[src/rtl/systolic_gemm_engine.sv]
// -----------------------------------------------------------------------------
// systolic_gemm_engine
//
// Output-stationary R x C systolic multiply-accumulate array computing one
// result tile C = A * B (A is R x n, B is n x C) for a runtime inner dimension
// n <= N_MAX. Operands stream in one beat per handshake (column t of A and
// row t of B); the engine skews them internally, lets the wavefront flush
// through the grid, then drains the tile one row at a time.
//
// Build option:
//   SYSTOLIC_SIGNED_EN  defined   -> two's-complement operands, sign-extended
//                                    products, signed ACCW-bit results
//                       undefined -> unsigned operands and results
//
// Ports:
//   clk        sole clock, rising edge
//   rst        asynchronous active-low reset; aborts any job in flight
//   start      job request, sampled only while idle
//   n_len      inner dimension, sampled with start, clamped to N_MAX
//   busy       high from the cycle after start acceptance until done
//   in_valid   operand beat valid
//   in_ready   engine is accepting operand beats (LOAD only)
//   a_col[i]   beat t: A[i][t], feeds array row i
//   b_row[j]   beat t: B[t][j], feeds array column j
//   out_valid  result row available
//   out_ready  consumer accepts the result row
//   out_row[j] result element (out_idx, j)
//   out_idx    row index of out_row
//   done       one-cycle pulse after the last row is accepted
// -----------------------------------------------------------------------------
module systolic_gemm_engine #(
    parameter int k     = 8,
    parameter int R     = 4,
    parameter int C     = 4,
    parameter int N_MAX = 16,
    parameter int ACCW  = 2 * k + $clog2(N_MAX)
) (
    input  logic                              clk,
    input  logic                              rst,
    input  logic                              start,
    input  logic [$clog2(N_MAX+1)-1:0]        n_len,
    output logic                              busy,
    input  logic                              in_valid,
    output logic                              in_ready,
    input  logic [k-1:0]                      a_col [0:R-1],
    input  logic [k-1:0]                      b_row [0:C-1],
    output logic                              out_valid,
    input  logic                              out_ready,
    output logic [ACCW-1:0]                   out_row [0:C-1],
    output logic [((R > 1) ? $clog2(R) : 1)-1:0] out_idx,
    output logic                              done
);

    localparam int NW        = $clog2(N_MAX + 1);
    localparam int IW        = (R > 1) ? $clog2(R) : 1;
    localparam int FLUSH_LEN = R + C - 1;
    localparam int FW        = $clog2(FLUSH_LEN + 1);

    typedef enum logic [1:0] {S_IDLE, S_LOAD, S_FLUSH, S_DRAIN} state_t;

    // Full-precision product extended to the accumulator width.
    function automatic logic [ACCW-1:0] mac_prod(input logic [k-1:0] a, input logic [k-1:0] b);
        logic [2*k-1:0] p;
`ifdef SYSTOLIC_SIGNED_EN
        logic signed [2*k-1:0] ps;
        ps = (2*k)'($signed(a)) * (2*k)'($signed(b));
        p  = ps;
        return ACCW'($signed(p));
`else
        p = (2*k)'(a) * (2*k)'(b);
        return ACCW'(p);
`endif
    endfunction

    // ------------------------------------------------------------------
    // Control state
    // ------------------------------------------------------------------
    state_t          state_q, state_d;
    logic [NW-1:0]   n_eff_q, n_eff_d;
    logic [NW-1:0]   beat_cnt_q, beat_cnt_d;
    logic [FW-1:0]   flush_cnt_q, flush_cnt_d;
    logic            busy_q, busy_d;
    logic            in_ready_q, in_ready_d;
    logic            out_valid_q, out_valid_d;
    logic [IW-1:0]   out_idx_q, out_idx_d;
    logic [ACCW-1:0] out_row_q [0:C-1];
    logic [ACCW-1:0] out_row_d [0:C-1];
    logic            done_q, done_d;

    logic            clr;      // start accepted: wipe skew, pipe and accumulators
    logic            beat;     // operand beat accepted this cycle
    logic            acc_en;   // accumulators only move while data can be in flight
    logic [NW-1:0]   n_clamped;
    logic [IW-1:0]   next_idx;

    logic [ACCW-1:0] acc_w [0:R-1][0:C-1];

    assign beat      = in_valid && in_ready_q;
    assign acc_en    = (state_q == S_LOAD) || (state_q == S_FLUSH);
    assign n_clamped = (n_len > NW'(N_MAX)) ? NW'(N_MAX) : n_len;
    assign next_idx  = out_idx_q + IW'(1);

    always_comb begin
        state_d     = state_q;
        n_eff_d     = n_eff_q;
        beat_cnt_d  = beat_cnt_q;
        flush_cnt_d = flush_cnt_q;
        busy_d      = busy_q;
        in_ready_d  = in_ready_q;
        out_valid_d = out_valid_q;
        out_idx_d   = out_idx_q;
        out_row_d   = out_row_q;
        done_d      = 1'b0;
        clr         = 1'b0;

        case (state_q)
            S_IDLE: begin
                if (start) begin
                    clr         = 1'b1;
                    n_eff_d     = n_clamped;
                    beat_cnt_d  = '0;
                    flush_cnt_d = '0;
                    busy_d      = 1'b1;
                    if (n_clamped != '0) begin
                        state_d    = S_LOAD;
                        in_ready_d = 1'b1;
                    end else begin
                        state_d    = S_FLUSH;
                    end
                end
            end
            S_LOAD: begin
                if (beat) begin
                    beat_cnt_d = beat_cnt_q + NW'(1);
                    if (beat_cnt_q + NW'(1) == n_eff_q) begin
                        state_d     = S_FLUSH;
                        in_ready_d  = 1'b0;
                        flush_cnt_d = '0;
                    end
                end
            end
            S_FLUSH: begin
                // R+C-1 cycles lets the last beat reach cell (R-1, C-1).
                if (flush_cnt_q == FW'(FLUSH_LEN - 1)) begin
                    state_d     = S_DRAIN;
                    out_valid_d = 1'b1;
                    out_idx_d   = '0;
                    for (int j = 0; j < C; j++) out_row_d[j] = acc_w[0][j];
                end else begin
                    flush_cnt_d = flush_cnt_q + FW'(1);
                end
            end
            S_DRAIN: begin
                if (out_ready) begin
                    if (out_idx_q == IW'(R - 1)) begin
                        state_d     = S_IDLE;
                        out_valid_d = 1'b0;
                        out_idx_d   = '0;
                        busy_d      = 1'b0;
                        done_d      = 1'b1;
                        for (int j = 0; j < C; j++) out_row_d[j] = '0;
                    end else begin
                        out_idx_d = next_idx;
                        for (int j = 0; j < C; j++) out_row_d[j] = acc_w[next_idx][j];
                    end
                end
            end
            default: state_d = S_IDLE;
        endcase
    end

    always_ff @(posedge clk or negedge rst) begin
        if (!rst) begin
            state_q     <= S_IDLE;
            n_eff_q     <= '0;
            beat_cnt_q  <= '0;
            flush_cnt_q <= '0;
            busy_q      <= 1'b0;
            in_ready_q  <= 1'b0;
            out_valid_q <= 1'b0;
            out_idx_q   <= '0;
            done_q      <= 1'b0;
            for (int j = 0; j < C; j++) out_row_q[j] <= '0;
        end else begin
            state_q     <= state_d;
            n_eff_q     <= n_eff_d;
            beat_cnt_q  <= beat_cnt_d;
            flush_cnt_q <= flush_cnt_d;
            busy_q      <= busy_d;
            in_ready_q  <= in_ready_d;
            out_valid_q <= out_valid_d;
            out_idx_q   <= out_idx_d;
            done_q      <= done_d;
            for (int j = 0; j < C; j++) out_row_q[j] <= out_row_d[j];
        end
    end

    assign busy      = busy_q;
    assign in_ready  = in_ready_q;
    assign out_valid = out_valid_q;
    assign out_idx   = out_idx_q;
    assign out_row   = out_row_q;
    assign done      = done_q;

    // ------------------------------------------------------------------
    // Input skew: row i delayed by i stages, column j by j stages. Cycles
    // without an accepted beat inject zeros so the wavefront stays aligned.
    // ------------------------------------------------------------------
    logic [k-1:0] a_feed [0:R-1];
    logic [k-1:0] b_feed [0:C-1];

    genvar gi, gj;
    generate
        for (gi = 0; gi < R; gi++) begin : g_a_skew
            logic [k-1:0] a_inj;
            assign a_inj = beat ? a_col[gi] : '0;
            if (gi == 0) begin : g_direct
                assign a_feed[gi] = a_inj;
            end else begin : g_delay
                logic [k-1:0] sr_q [0:gi-1];
                logic [k-1:0] sr_d [0:gi-1];
                always_comb begin
                    sr_d[0] = clr ? '0 : a_inj;
                    for (int s = 1; s < gi; s++) sr_d[s] = clr ? '0 : sr_q[s-1];
                end
                always_ff @(posedge clk or negedge rst) begin
                    if (!rst) begin
                        for (int s = 0; s < gi; s++) sr_q[s] <= '0;
                    end else begin
                        for (int s = 0; s < gi; s++) sr_q[s] <= sr_d[s];
                    end
                end
                assign a_feed[gi] = sr_q[gi-1];
            end
        end

        for (gj = 0; gj < C; gj++) begin : g_b_skew
            logic [k-1:0] b_inj;
            assign b_inj = beat ? b_row[gj] : '0;
            if (gj == 0) begin : g_direct
                assign b_feed[gj] = b_inj;
            end else begin : g_delay
                logic [k-1:0] sr_q [0:gj-1];
                logic [k-1:0] sr_d [0:gj-1];
                always_comb begin
                    sr_d[0] = clr ? '0 : b_inj;
                    for (int s = 1; s < gj; s++) sr_d[s] = clr ? '0 : sr_q[s-1];
                end
                always_ff @(posedge clk or negedge rst) begin
                    if (!rst) begin
                        for (int s = 0; s < gj; s++) sr_q[s] <= '0;
                    end else begin
                        for (int s = 0; s < gj; s++) sr_q[s] <= sr_d[s];
                    end
                end
                assign b_feed[gj] = sr_q[gj-1];
            end
        end
    endgenerate

    // ------------------------------------------------------------------
    // MAC grid: each cell passes a to the right and b downward through a
    // register and accumulates a*b in place.
    // ------------------------------------------------------------------
    logic [k-1:0] a_out [0:R-1][0:C-1];
    logic [k-1:0] b_out [0:R-1][0:C-1];

    generate
        for (gi = 0; gi < R; gi++) begin : g_row
            for (gj = 0; gj < C; gj++) begin : g_cell
                logic [k-1:0]    a_in, b_in, a_q, a_d, b_q, b_d;
                logic [ACCW-1:0] acc_q, acc_d;

                if (gj == 0) begin : g_a_edge
                    assign a_in = a_feed[gi];
                end else begin : g_a_inner
                    assign a_in = a_out[gi][gj-1];
                end
                if (gi == 0) begin : g_b_edge
                    assign b_in = b_feed[gj];
                end else begin : g_b_inner
                    assign b_in = b_out[gi-1][gj];
                end

                always_comb begin
                    a_d   = clr ? '0 : a_in;
                    b_d   = clr ? '0 : b_in;
                    acc_d = acc_q;
                    if (clr) begin
                        acc_d = '0;
                    end else if (acc_en) begin
                        acc_d = acc_q + mac_prod(a_in, b_in);
                    end
                end

                always_ff @(posedge clk or negedge rst) begin
                    if (!rst) begin
                        a_q   <= '0;
                        b_q   <= '0;
                        acc_q <= '0;
                    end else begin
                        a_q   <= a_d;
                        b_q   <= b_d;
                        acc_q <= acc_d;
                    end
                end

                assign a_out[gi][gj] = a_q;
                assign b_out[gi][gj] = b_q;
                assign acc_w[gi][gj] = acc_q;
            end
        end
    endgenerate

endmodule

[config.mk]
export PLATFORM = sky130hd
export DESIGN_NAME = systolic_gemm_engine
export DESIGN_NICKNAME = d
export VERILOG_FILES = /design/src/rtl/systolic_gemm_engine.sv
export SDC_FILE = /design/constraint.sdc
export NUM_CORES = 2
export LEC_CHECK = 0
export BUFFER_PORTS_ARGS = -buffer_cell sky130_fd_sc_hd__buf_2
export CORE_AREA = 2 2 550 333
export CTS_BUF_LIST = sky130_fd_sc_hd__clkbuf_2 sky130_fd_sc_hd__clkbuf_4 sky130_fd_sc_hd__clkbuf_8
export DETAILED_ROUTE_END_ITERATION = 10
export DIE_AREA = 0 0 552 335
export GPL_ROUTABILITY_DRIVEN = 0
export MAX_ROUTING_LAYER = met4
export PLACE_DENSITY_LB_ADDON = 0.1
export SKIP_CTS_REPAIR_TIMING = 1
export SYNTH_ARGS = -nofsm -noshare
export SYNTH_HDL_FRONTEND = slang
export SYNTH_SLANG_ARGS = --single-unit
[constraint.sdc]
create_clock -name clk -period 5.9 [get_ports clk]
set_clock_uncertainty 0.1 [all_clocks]
set_input_delay 0.295 -clock clk [delete_from_list [all_inputs] [get_ports clk]]
set_output_delay 0.295 -clock clk [all_outputs]
set_load 0.01 [all_outputs]
==> results by group <==
Run status
  • Outcome: complete, no violations

Place
  • Dpl ws: 0.482 ns
  • I/O Buffers: 159
  • Hpwl dp: 174000 µm
  • Placed Area: 0.0750 mm²

Setup path
  • Max stage delay on crit path: 0.56 ns
  • CP dominant cell by count: fa_1
  • Worst Path Required: 6.49 ns
  • Critical Path Slowest Stage Cell: fa_1
  • Crit-path max FO: 42
  • CP Launch Type: flop
  • CP cell instances: and2_4, buf_4, nand3_1, fa_1, inv_1, fa_1, fa_1, inv_1, fa_1, inv_1, ha_1, a21oi_1, nor2b_1, a211o_1, a31oi_1, o31ai_1, xnor2_1, nor2_1
  • Worst setup path class: flop to flop
  • Crit end category: flop
  • Arrival @ worst endpoint: 6.04 ns

Synthesis
  • Register area share after synthesis: 24.8%
  • Simple-gate share of the synthesized area: 15.8%
  • Syn_nets: 9218
  • Compound-Gate Fraction of Synth Area: 9.11%
  • Ys flop type: dfrtp_1
  • Largest family of logic cells by synthesized area: adder cells
  • Synth Instances: 7679
  • FFs w/ async S/R, synth: 100%
  • Mean post-synth cell area: 9.33 µm²
  • EDFF count, synth: 0
  • Synth warn: 0
  • Top post-synthesis cells by count: inv_1, fa_1, and2_1
  • Synth area leader: dfrtp_1
  • Top post-synthesis cells by area: dfrtp_1, fa_1, ha_1, inv_1, and2_1
  • Count leader, synth: inv_1
  • Post-synthesis cell area: 0.0716 mm²
  • Post-synth top area share: 24.8%
  • Mux contribution to synthesized area: 4.68%
  • Count of cell types in the netlist: 89
  • Flop and latch count out of synthesis: 709
  • Synth Area in XOR/XNOR: 1.82%
  • Post-Synth Adder-Cell Area: 34.0%

Clocking
  • CTS Sinks: 709
  • Clock buffer count from CTS: 120
  • Worst-path clk slew: 0.07 ns
  • Clk root buf: clkbuf_8
  • CTS Buffer Depth: 3
  • Skew-Pair Late Insertion Delay: 0.89 ns
  • CTS H-Tree Depth: 3
  • CTS tree: done

Pwr
  • VDD IR-drop max: 0.442 mV
  • Cell Int Power: 16300 µW
  • Clock share of power: 16.1%
  • Combinational power share: 55.5%
  • Total power: 32800 µW
  • Sw frac: 50.1%
  • Flop pwr share: 28.4%
  • Psw: 16400 µW
  • P_leak: 0.0404 µW
  • Pwr Density: 417 mW/mm²

Floorplanning
  • Initial core utilization: 39.8%
  • Vert. Die Dim: 335 µm
  • # rows: 121
  • Core box area: 0.180 mm²
  • Ports: 160
  • Die X: 552 µm
  • Full die area: 0.185 mm²

STA
  • Setup ws final: 0.444 ns
  • Max Freq: 0.183 GHz
  • RSZ-0062 raised after global routing: false
  • Final setup fails: 0
  • Slew headroom: 27.4%
  • Hold_ws: 0.105 ns
  • Max-slew violation count: 0
  • Final worst-path cycle share: 92.5%
  • Period minus WS final: 5.46 ns
  • Hold Vio Cnt, Final: 0
  • Setup Total Neg Slack: 0 ns
  • Tightest Pin Transition: 1.09 ns

Global routing
  • Vias in the first global route: 52100
  • Antenna violations before repair: 18
  • GRT Util Overall: 25.4%
  • Total congestion overflow: 0
  • First-pass GRT wire length: 345000 µm
  • Largest net degree at the start of global routing: 184

Detailed routing
  • Total Wirelength: 225000 µm
  • Initial drt markers: 5077
  • Via Count: 52700
  • Drt drc: 0
  • DRT Pass-1 Iters: 6
  • WL/cell: 21.8 µm
  • Antenna Violating Nets Remaining: 0
  • Vias per cell: 5.11

Layout
  • Layout cell share with drive strength beyond 1: 6.96%
  • Post-layout net count: 9358
  • Fin area: 0.0786 mm²
  • Area Overhead vs Synth: 9.71%

Run
  • Max Cap Viol: 0

Hold path
  • HP Class: input pin to flop
[worst paths after layout]
path | from | endpoint | slack (ns) | cells past startpoint
worst max-delay path | in_ready | g_row[0].g_cell[0].acc_q[18] | 0.44 | 18
worst min-delay path | a_col[17] | g_a_skew[1].g_delay.sr_q[1] | 0.11 | 3
worst max register to register | in_ready | g_row[0].g_cell[0].acc_q[18] | 0.44 | 18
worst min register to register | g_a_skew[3].g_delay.sr_q[11] | g_row[3].g_cell[0].a_in[3] | 0.34 | 1
max in group asynchronous | rst | out_idx[0] | 4.06 | 4
min in group asynchronous | rst | out_row[40] | 0.39 | 3
[power groups by stage]
stage               registers (µW)  clock network [µW]  logic, µW
floorplan                     7480                   0      13000
global placement              9260                   0      17800
detailed placement            9250                   0      17900
CTS                           9180                5450      18100
global route                  9470                5660      20400
finish                        9290                5280      18200
[placed cells by master (no fill, tap or decap), types with 23 or more instances in the layout]
| cell type | netlist | routed |
|---|---|---|
| a211oi_1 | 87 | 87 |
| a21o_1 | 85 | 85 |
| a21oi_1 | 327 | 326 |
| a2bb2oi_1 | 44 | 44 |
| a31oi_1 | 27 | 27 |
| and2_1 | 746 | 744 |
| and3_1 | 118 | 118 |
| buf_2 | 29 | 158 |
| buf_4 | 0 | 27 |
| clkbuf_4 | 0 | 35 |
| clkbuf_8 | 0 | 151 |
| dfrtp_1 | 709 | 708 |
| dlygate4sd3_1 | 0 | 80 |
| fa_1 | 800 | 800 |
| ha_1 | 665 | 662 |
| inv_1 | 1606 | 1605 |
| mux2i_1 | 149 | 149 |
| mux4_2 | 80 | 80 |
| nand2_1 | 638 | 636 |
| nand3_1 | 75 | 75 |
| nand4_1 | 23 | 23 |
| nor2_1 | 433 | 431 |
| nor2b_1 | 51 | 50 |
| nor3_1 | 59 | 59 |
| o211ai_1 | 26 | 26 |
| o21a_1 | 33 | 33 |
| o21ai_0 | 181 | 181 |
| o21bai_1 | 36 | 36 |
| xnor2_1 | 107 | 107 |
| xor2_1 | 42 | 42 |
[worst max-delay path, delay by kind of cell, from the launching register on]
kind | cells | cell delay [ns]
buffers and inverters | 4 | 0.61
and+or+nand+nor | 4 | 0.70
AOI/OAI and AO/OA | 4 | 0.84
DFF | 1 | 0.44
adders and majority gates | 5 | 2.43
xor gates and xnor gates | 1 | 0.14
[through the flow]
stage | utilization [%] | instances
after CTS | 43.2 | 10200
after detailed placement | 41.6 | 10000
final | 43.6 | 10300
after global placement | 41.6 | 10000
after global routing | 43.6 | 10300
after floorplan | - | 7679
[layer usage]
metal / vias up / part of all wire, % / track usage (%)
li1: 24600 / - / -
met1: 26400 / 56 / 43.7
met2: 1588 / 33 / 28.4
met3: 171 / 9.6 / 6.30
met4: 0 / 1.1 / 3.37
met5: - / 0 / -
[logic make-up (layout without fill, tap and decap cells)]
kind of cell | Yosys count | count (layout)
AOI/OAI and AO/OA | 1004 | 1004
xor gates and xnor gates | 149 | 149
adders and majority gates | 1465 | 1465
buffers and inverters | 1867 | 2106
DFF | 709 | 709
muxes | 234 | 234
other | 0 | 9
and+or+nand+nor | 2251 | 2251
[final cells by class]
type,count,area (µm²)
diodes,9,22.5
clock buffers,186,2340
clock inverters,35,448
fillers,17700,102000
inverters,1606,6030
multi-input cells,5103,46900
flip-flops and latches,709,17700
well taps,2398,3000
repair buffers,279,2080
[sequential cells by signal (all words and copies together), names as in the netlist]
signal                 count
g_row.g_cell.acc_q       320
g_row.g_cell.a_q          96
g_row.g_cell.b_q          96
out_row                   80
g_a_skew.g_delay.sr_q     32
g_b_skew.g_delay.sr_q     32
g_row.g_cell.b_in         16
g_row.g_cell.a_in         16
beat_cnt_q                 5
n_eff_q                    5
flush_cnt_q                3
out_idx                    2
state_q                    2
busy                       1
done                       1
in_ready                   1
out_valid                  1
Power figures use the tool's default switching activity.
